File: src/rtl/rheed_result_packer.sv
// rheed_result_packer: stamps each 110-bit RHEED CNN result (five 22-bit lanes)
// with a frame number and 64-bit timestamp, buffers it in a DEPTH-word FIFO and
// streams 256-bit words out in BATCH-word packets (tlast closes each packet).
// The input side never stalls: results arriving on a full FIFO are dropped and
// counted. A flush pulse closes a partial packet, using a "FLUS" filler word
// when there is no buffered data left to carry the tlast.
//
// Ports:
//   clk, reset           clock, asynchronous active-high reset
//   enable               0: input results are ignored and not counted
//   flush                single-cycle pulse closing the current partial packet
//   s_axis_*             CNN result stream (tready is 1 whenever out of reset)
//   m_axis_*             packed 256-bit output stream toward the host DMA
//   frame_cnt            results seen while enabled (wraps)
//   drop_cnt             results dropped on a full FIFO (saturates)
//   fifo_level           current FIFO occupancy
module rheed_result_packer #(
    parameter int unsigned DEPTH = 16,
    parameter int unsigned BATCH = 8
) (
    input  logic                       clk,
    input  logic                       reset,
    input  logic                       enable,
    input  logic                       flush,
    input  logic                       s_axis_tvalid,
    output logic                       s_axis_tready,
    input  logic [109:0]               s_axis_tdata,
    output logic                       m_axis_tvalid,
    input  logic                       m_axis_tready,
    output logic [255:0]               m_axis_tdata,
    output logic                       m_axis_tlast,
    output logic [31:0]                frame_cnt,
    output logic [31:0]                drop_cnt,
    output logic [$clog2(DEPTH):0]     fifo_level
);

    localparam int unsigned AW = $clog2(DEPTH);
    localparam int unsigned LW = AW + 1;
    localparam int unsigned BW = (BATCH > 1) ? $clog2(BATCH) : 1;
    localparam int unsigned DW = 110;
    localparam int unsigned EW = 32 + 64 + DW;
    localparam logic [31:0] HDR_DATA = 32'h5248_4544;  // "RHED"
    localparam logic [31:0] HDR_FILL = 32'h464C_5553;  // "FLUS"

    typedef enum logic {
        STREAM = 1'b0,
        FILL   = 1'b1
    } state_t;

    state_t            state_q, state_nxt;
    logic              ready_q;
    logic [63:0]       ts_q;
    logic [31:0]       frame_q;
    logic [31:0]       drop_q;
    logic [LW-1:0]     level_q, level_nxt;
    logic [AW-1:0]     wr_ptr_q, rd_ptr_q;
    logic [EW-1:0]     mem [DEPTH];
    logic [BW-1:0]     bcnt_q, bcnt_nxt;
    logic              pend_q, pend_nxt;
    logic              stall_q, last_q;
    logic [31:0]       fill_frame_q;
    logic [63:0]       fill_ts_q;

    logic              accept, full, empty, wr_en, rd_en, drop;
    logic              hs, last_hs, live_last;
    logic [EW-1:0]     rd_entry;

    // Next-state decode and output word selection
    always_comb begin
        state_nxt     = state_q;
        m_axis_tvalid = 1'b0;
        m_axis_tdata  = '0;
        m_axis_tlast  = 1'b0;
        live_last     = 1'b0;
        rd_entry      = mem[rd_ptr_q];

        accept = s_axis_tvalid & ready_q & enable;
        full   = (level_q == LW'(DEPTH));
        empty  = (level_q == '0);
        wr_en  = accept & ~full;
        drop   = accept & full;

        case (state_q)
            STREAM: begin
                m_axis_tvalid = ~empty;
                live_last     = (bcnt_q == BW'(BATCH - 1)) |
                                (pend_q & (level_q == LW'(1)));
                if (!empty) begin
                    m_axis_tdata = {HDR_DATA, rd_entry[EW-1 -: 32],
                                    rd_entry[DW+63 -: 64], 18'd0, rd_entry[DW-1:0]};
                end
            end
            FILL: begin
                m_axis_tvalid = 1'b1;
                live_last     = 1'b1;
                m_axis_tdata  = {HDR_FILL, fill_frame_q, fill_ts_q, 128'd0};
            end
            default: state_nxt = STREAM;
        endcase

        // Once a word has been stalled its tlast is frozen, so a later write
        // or flush cannot change it mid-handshake.
        m_axis_tlast = m_axis_tvalid & (stall_q ? last_q : live_last);

        hs      = m_axis_tvalid & m_axis_tready;
        last_hs = hs & m_axis_tlast;
        rd_en   = hs & (state_q == STREAM);

        level_nxt = level_q + LW'(wr_en) - LW'(rd_en);

        bcnt_nxt = bcnt_q;
        if (last_hs) begin
            bcnt_nxt = '0;
        end else if (hs) begin
            bcnt_nxt = (bcnt_q == BW'(BATCH - 1)) ? '0 : bcnt_q + BW'(1);
        end

        // A flush with nothing open (no words sent, none buffered) is ignored
        if (last_hs) begin
            pend_nxt = 1'b0;
        end else begin
            pend_nxt = pend_q | (flush & ~((bcnt_q == '0) & empty));
        end

        if (state_q == STREAM) begin
            if (pend_q && empty && (bcnt_q != '0)) begin
                state_nxt = FILL;
            end
        end else if (hs) begin
            state_nxt = STREAM;
        end
    end

    // State, counters and FIFO control
    always_ff @(posedge clk or posedge reset) begin
        if (reset) begin
            state_q      <= STREAM;
            ready_q      <= 1'b0;
            ts_q         <= '0;
            frame_q      <= '0;
            drop_q       <= '0;
            level_q      <= '0;
            wr_ptr_q     <= '0;
            rd_ptr_q     <= '0;
            bcnt_q       <= '0;
            pend_q       <= 1'b0;
            stall_q      <= 1'b0;
            last_q       <= 1'b0;
            fill_frame_q <= '0;
            fill_ts_q    <= '0;
        end else begin
            state_q  <= state_nxt;
            ready_q  <= 1'b1;
            ts_q     <= ts_q + 64'd1;
            level_q  <= level_nxt;
            bcnt_q   <= bcnt_nxt;
            pend_q   <= pend_nxt;
            stall_q  <= m_axis_tvalid & ~m_axis_tready;
            last_q   <= m_axis_tlast;
            if (accept) begin
                frame_q <= frame_q + 32'd1;
            end
            if (drop && (drop_q != 32'hFFFF_FFFF)) begin
                drop_q <= drop_q + 32'd1;
            end
            if (wr_en) begin
                wr_ptr_q <= wr_ptr_q + AW'(1);
            end
            if (rd_en) begin
                rd_ptr_q <= rd_ptr_q + AW'(1);
            end
            // Filler carries the frame count and timestamp of its first
            // presentation cycle, then holds them until handshaken.
            if ((state_q == STREAM) && (state_nxt == FILL)) begin
                fill_frame_q <= frame_q + 32'(accept);
                fill_ts_q    <= ts_q + 64'd1;
            end
        end
    end

    // FIFO storage; contents need no reset since pointers define validity
    always_ff @(posedge clk) begin
        if (wr_en) begin
            mem[wr_ptr_q] <= {frame_q, ts_q, s_axis_tdata};
        end
    end

    assign s_axis_tready = ready_q;
    assign frame_cnt     = frame_q;
    assign drop_cnt      = drop_q;
    assign fifo_level    = level_q;

endmodule

File: config.mk
export PLATFORM = sky130hd
export DESIGN_NAME = rheed_result_packer
export DESIGN_NICKNAME = d
export VERILOG_FILES = /design/src/rtl/rheed_result_packer.sv
export SDC_FILE = /design/constraint.sdc
export NUM_CORES = 2
export LEC_CHECK = 0
export CAP_MARGIN = 20
export CELL_PAD_IN_SITES_DETAIL_PLACEMENT = 0
export CELL_PAD_IN_SITES_GLOBAL_PLACEMENT = 1
export CORE_ASPECT_RATIO = 0.75
export CORE_MARGIN = 10
export CORE_UTILIZATION = 49
export DETAILED_ROUTE_END_ITERATION = 7
export GPL_TIMING_DRIVEN = 0
export PLACE_DENSITY_LB_ADDON = 0.3
export SYNTH_ARGS = -nofsm -noshare
export SYNTH_HDL_FRONTEND = slang
export SYNTH_SLANG_ARGS = --single-unit
File: constraint.sdc
create_clock -name clk -period 8.5 [get_ports clk]
set_input_delay 1.7 -clock clk [delete_from_list [all_inputs] [get_ports clk]]
set_output_delay 1.7 -clock clk [all_outputs]
set_load 0.01 [all_outputs]
* Word-level counts from Yosys, hierarchy flattened *
Memory sizes are Yosys's and may differ from the RTL's.
Index checks and enable logic that the tools add are counted.

cells by class
  add/sub/neg operators = 9
  equality and inequality tests = 4
  mux-type cells = 14
  bitwise operators = 19
  reduce and logical (&&, ||, !) cells = 8

operator list
  kind                   count
  $pmux 256 s2           1
  $mux 255               1
  $add 32x1->32 const B  2
  $add 64x1->64 const B  1
  $add 32x1->32          1
  $ne 32x32->1 const B   1
  $and 1x1->1            12
  $mux 3                 3
  $add 4x1->4 const B    2
  $mux 1                 7
  $add 5x1->5            1
  $eq 5x1->1 const B     1
  $eq 5x5->1 const B     1
  $logic_not 5->1        1
  $not 1->1              5
  $sub 5x1->5            1
  $logic_and 1x1->1      4
  $pmux 1 s2             2
  $add 3x1->3 const B    1
  $eq 3x3->1 const B     1
  $logic_not 3->1        1
  $reduce_bool 3->1      1
  $or 1x1->1             2
  $reduce_bool 2->1      1

storage, ports and cells
  bits in registers = 245
  bits in writable memories = 3296
  output and inout bits = 328
  word-level logic and storage cells = 69
  memories kept = 1

memories
  memory  depth  width  rd ports  clocked after memory_dff  wr ports  RTL line  source
  mem     16     206    1         0                         1         57        logic [EW-1:0] mem [DEPTH];

* Longest topological paths before layout *
  word-level depth = 8
  depth in mapped cells = 17

* Least setup slack after synthesis *
Ideal clock, no wire load.

  kind = input-to-reg
  start = input enable
  end = memory mem[4][0] in the netlist's numbering (enable)
  setup time = 593 ps
  data arrival time = 7241 ps
  slack = 666 ps
  stages on the path = 6
  path buffers = 1
  cell sequence = nand3_1 > nor2_1 > clkbuf_1 > nand2_1 > nor2_1 > and2_1

on the way
  cells in the longest elaborated chain, start to end = 4

RTL lines
  item                          RTL line  source
  start: declaration            23        input logic enable,
  $and 1x1->1                   77        accept = s_axis_tvalid & ready_q & enable;
  $and 1x1->1                   80        wr_en = accept & ~full;
  $mux 1                        183       if (wr_en) begin
  $mux 1 (not written as such)  184       mem[wr_ptr_q] <= {frame_q, ts_q, s_axis_tdata};
  end: declaration              57

No other way between the ends.

* Worst setup path in the final report *
  start = register rd_ptr_q[2]
  end = output m_axis_tdata[179]

on the way
  cells in the longest elaborated chain, start to end = 3

RTL lines
  item                      RTL line  source
  start: declaration        56        logic [AW-1:0] wr_ptr_q, rd_ptr_q;
  start signal: assignment  170       rd_ptr_q <= rd_ptr_q + AW'(1);
  $mem_v2 16x206            n/a
  $mux 255                  88        if (!empty) begin
  $pmux 256 s2              83        case (state_q)
  end: declaration          30        output logic [255:0] m_axis_tdata,

No other way between the ends. The select of a mux whose other input is x is not followed.

==> out/qor.yml <==
async_reset_ff_share_pct: 6.92
netlist_area_mm2: 0.136
post_cts_resize_count: 0
reg2reg_slack_ps: 4230
worst_setup_path_startpoint: "rd_ptr_q[2]$_DFFE_PP0P_"
worst_r2r_path_cells: 9
critical_path.startpoint_type: "register"
cellPowerDensity_mw_per_mm2: 318
via_count_of_the_first_global_routing_pass: 68900
track_usage_pct: 23.4
die_y_um: 476
die_area_mm2: 0.299
grt_remaining_overflow: 0
fp.coreArea_mm2: 0.276
routed_wire_length_per_instance_um: 32.7
layout_commonest_cell: "edfxtp_1"
totalNegativeSetupSlack_ps: 0
crit_fanout: 10
rsz0062_at_grt: "no"
slew_violations: 0
antenna_violating_nets_post_route: 0
clock_tree.htree_level_count: 5
worstPathCellList: "clkbuf_1 > and2_1 > clkbuf_1 > clkbuf_1 > clkbuf_1 > a221oi_1 > o21ai_0 > clkdlybuf4s50_1"
worstSetupPathType: "register to primary output"
hp-class: "register to register"
cell_rows: 167
pwr-share-clk_pct: 29.1
drc: 0
area_growth_syn_to_layout_pct: 16.3
io_buffers: 409
yosysUniqueCellTypes: 59
synthDominantCellAreaShare_pct: 72.7
largest_area_contributor_in_the_netlist: "edfxtp_1"
cts_tree: "yes"
route.detailed.vias_per_inst: 6.18
clock-skew-final_ps: 48.9
min_delay_path_depth: 1
comb_power_share_pct: 31.6
drv_cap: 0
fin_crit_sh_pct: 90.8
post_cts_hold_buffer_count: 0
static-leakage-power_nw: 49.3
ys_ff_latch: 3541
drt-pass1-iter-count: 5
layout_cell_share_with_drive_strength_beyond_1_pct: 24.4
routed_wirelength_mm: 357
timing_hold_violations_final: 0
share_seq_of_total_power_pct: 39.2
initial_utilization_pct: 49.3
gpl.final_weighted_congestion: 0.788
status: "finished, final reports clean"
post_synth_inst_count: 6051
numCtsBuffers: 342
drt_iter0_drcs: 8548
required_worst_endpoint_ps: 6800
hp-start: "fill_ts_q[21]$_DFFE_PP0P_"
grt_max_degree: 105
fin_nets: 7069
slowest_delay_ps: 880
clock-root-buffer: "clkbuf_16"
clock.fmax_ghz: 0.130
critical_path.endpoint_type: "primary output"
commonest_cells_after_routing_fill_and_taps_aside: "edfxtp_1 (3,296), mux4_2 (934), clkdlybuf4s50_1 (409)"
dr_total_vias: 67600
synthesis.yosys.warnings: 0
utilization_pct: 57.3
hpwl_mm: 214
cpMaxStageDelayCell: "clkbuf_1"
fin_total_pwr_mw: 50.4
slew_headroom_pct: 20.6
clock_sink_count: 3541
power.ir.vdd_worst_v: 0.000205
clock_path_buffers: 4
netlist_top_cells_area: "edfxtp_1 (73%), mux4_2 (15%), dfrtp_1 (4.5%)"
worst_hold_endpoint: "fill_ts_q[21]$_DFFE_PP0P_"
min_period_ps: 7710
synth_enable_flop_cells: 3296
path_common_cell: "clkbuf_1"
grt_first_pass_wirelength_mm: 510
synthesis.area_per_instance_um2: 22.5
worst_slew_pin_slew_ps: 1190
path_clk_slew_ps: 60
io_pins: 444
crit-reg2reg-capture: "mem[8][52]$_DFFE_PP_"
power.switching_fraction_pct: 30.3
synth_sequential_area_ratio_pct: 77.2
die_w_um: 629
clkLatencyLatePin_ps: 880
reg2reg_from: "s_axis_tready$_DFF_PP0_"
internal_power_mw: 35.1
worstPathBufferInverterCount: 5
post_cts.repair.setup_buffers: 0
timing.final.setup_violations: 0
total_switching_power_mw: 15.3
critical-path-top-delay-family: "buffers and inverters"
timing.critical_path.arrival_ps: 6010
main_synth_ff_type: "edfxtp_1"
grt_antenna_before_repair: 43
-- cell type report --
type	instances	area (µm²)
inverters	25	101
repair buffers	505	6600
multi-input cells	2143	29200
well taps	3718	4650
plain buffers	375	1830
diodes	14	35.0
flip-flops and latches	3541	105000
clock inverters	149	1200
fillers	20000	118000
clock buffers	466	9480
-- stage by stage --
step | cell area (µm²) | hold slack (ps) | instances | worst slack [ps]
after detailed placement | 148000 | 475 | 10300 | 1700
after global placement | 145000 | 468 | 10200 | -7190
after floorplan | 136000 | 458 | 6084 | 70.1
after global routing | 158000 | 500 | 10900 | 646
after CTS | 158000 | 489 | 10900 | 738
final | 158000 | 488 | 10900 | 786
-- kinds of logic (layout without fill, tap and decap cells) --
group | count (synthesis) | after routing | synth area share [%]
DFF | 3541 | 3541 | 77.2
muxes | 1001 | 1001 | 16.0
and+or+nand+nor | 590 | 590 | 2.30
buffers and inverters | 400 | 1520 | 1.41
AOI/OAI and AO/OA | 333 | 333 | 1.78
xor gates and xnor gates | 164 | 164 | 1.07
adders and majority gates | 20 | 20 | 0.189
other | 2 | 49 | 0.00552
-- synth_stat cells, types with 40 or more instances --
| cell type | count |
|---|---|
| edfxtp_1 | 3296 |
| mux2_1 | 40 |
| nand3_1 | 52 |
| buf_4 | 73 |
| o21ai_0 | 99 |
| mux4_2 | 934 |
| nor2_1 | 87 |
| a221oi_1 | 96 |
| nand2_1 | 178 |
| buf_2 | 100 |
| clkbuf_1 | 174 |
| and3_1 | 124 |
| dfrtp_1 | 245 |
| a22o_1 | 96 |
| xnor2_1 | 94 |
| xor2_1 | 67 |
-- state kept, by name (all words and copies together), names as in the netlist, 3 cells and up --
signal / count
mem: 3296
bcnt_q: 3
rd_ptr_q: 4
fifo_level: 5
fill_frame_q: 32
drop_cnt: 32
fill_ts_q: 64
frame_cnt: 32
wr_ptr_q: 4
ts_q: 64
-- worst reg2reg max path: cells and delay by family, from the launching register on --
kind | cells | cell delay, ps
buffers and inverters | 5 | 1440
flip-flops | 1 | 360
AND/OR/NAND/NOR | 4 | 2050
-- per-layer routing --
metal	global-route usage (%)	wire [µm]
met4	7.20	12200
met5	0	121
met2	36.1	166000
met3	4.34	32100
met1	34.5	147000
-- power groups by stage --
stage	sequential, mW	combinational [mW]	clock [mW]
2_1_floorplan	20.2	8.68	0
3_3_place_gp	20.3	15.9	0
3_5_place_dp	20.1	16.1	0
4_1_cts	19.8	16.2	14.9
5_1_grt	19.8	16.7	15.6
6_report	19.8	15.9	14.7
-- worst max path at each step --
stage                                 end  cells past startpoint  slack (ps)
floorplan           bcnt_q[0]$_DFFE_PP0P_                      1          70
global placement     mem[9][46]$_DFFE_PP_                      6       -7190
detailed placement      m_axis_tdata[179]                      8        1700
CTS                     m_axis_tdata[179]                      8         740
global route            m_axis_tdata[179]                      8         650
finish                  m_axis_tdata[179]                      8         790
Power figures use the tool's default switching activity.
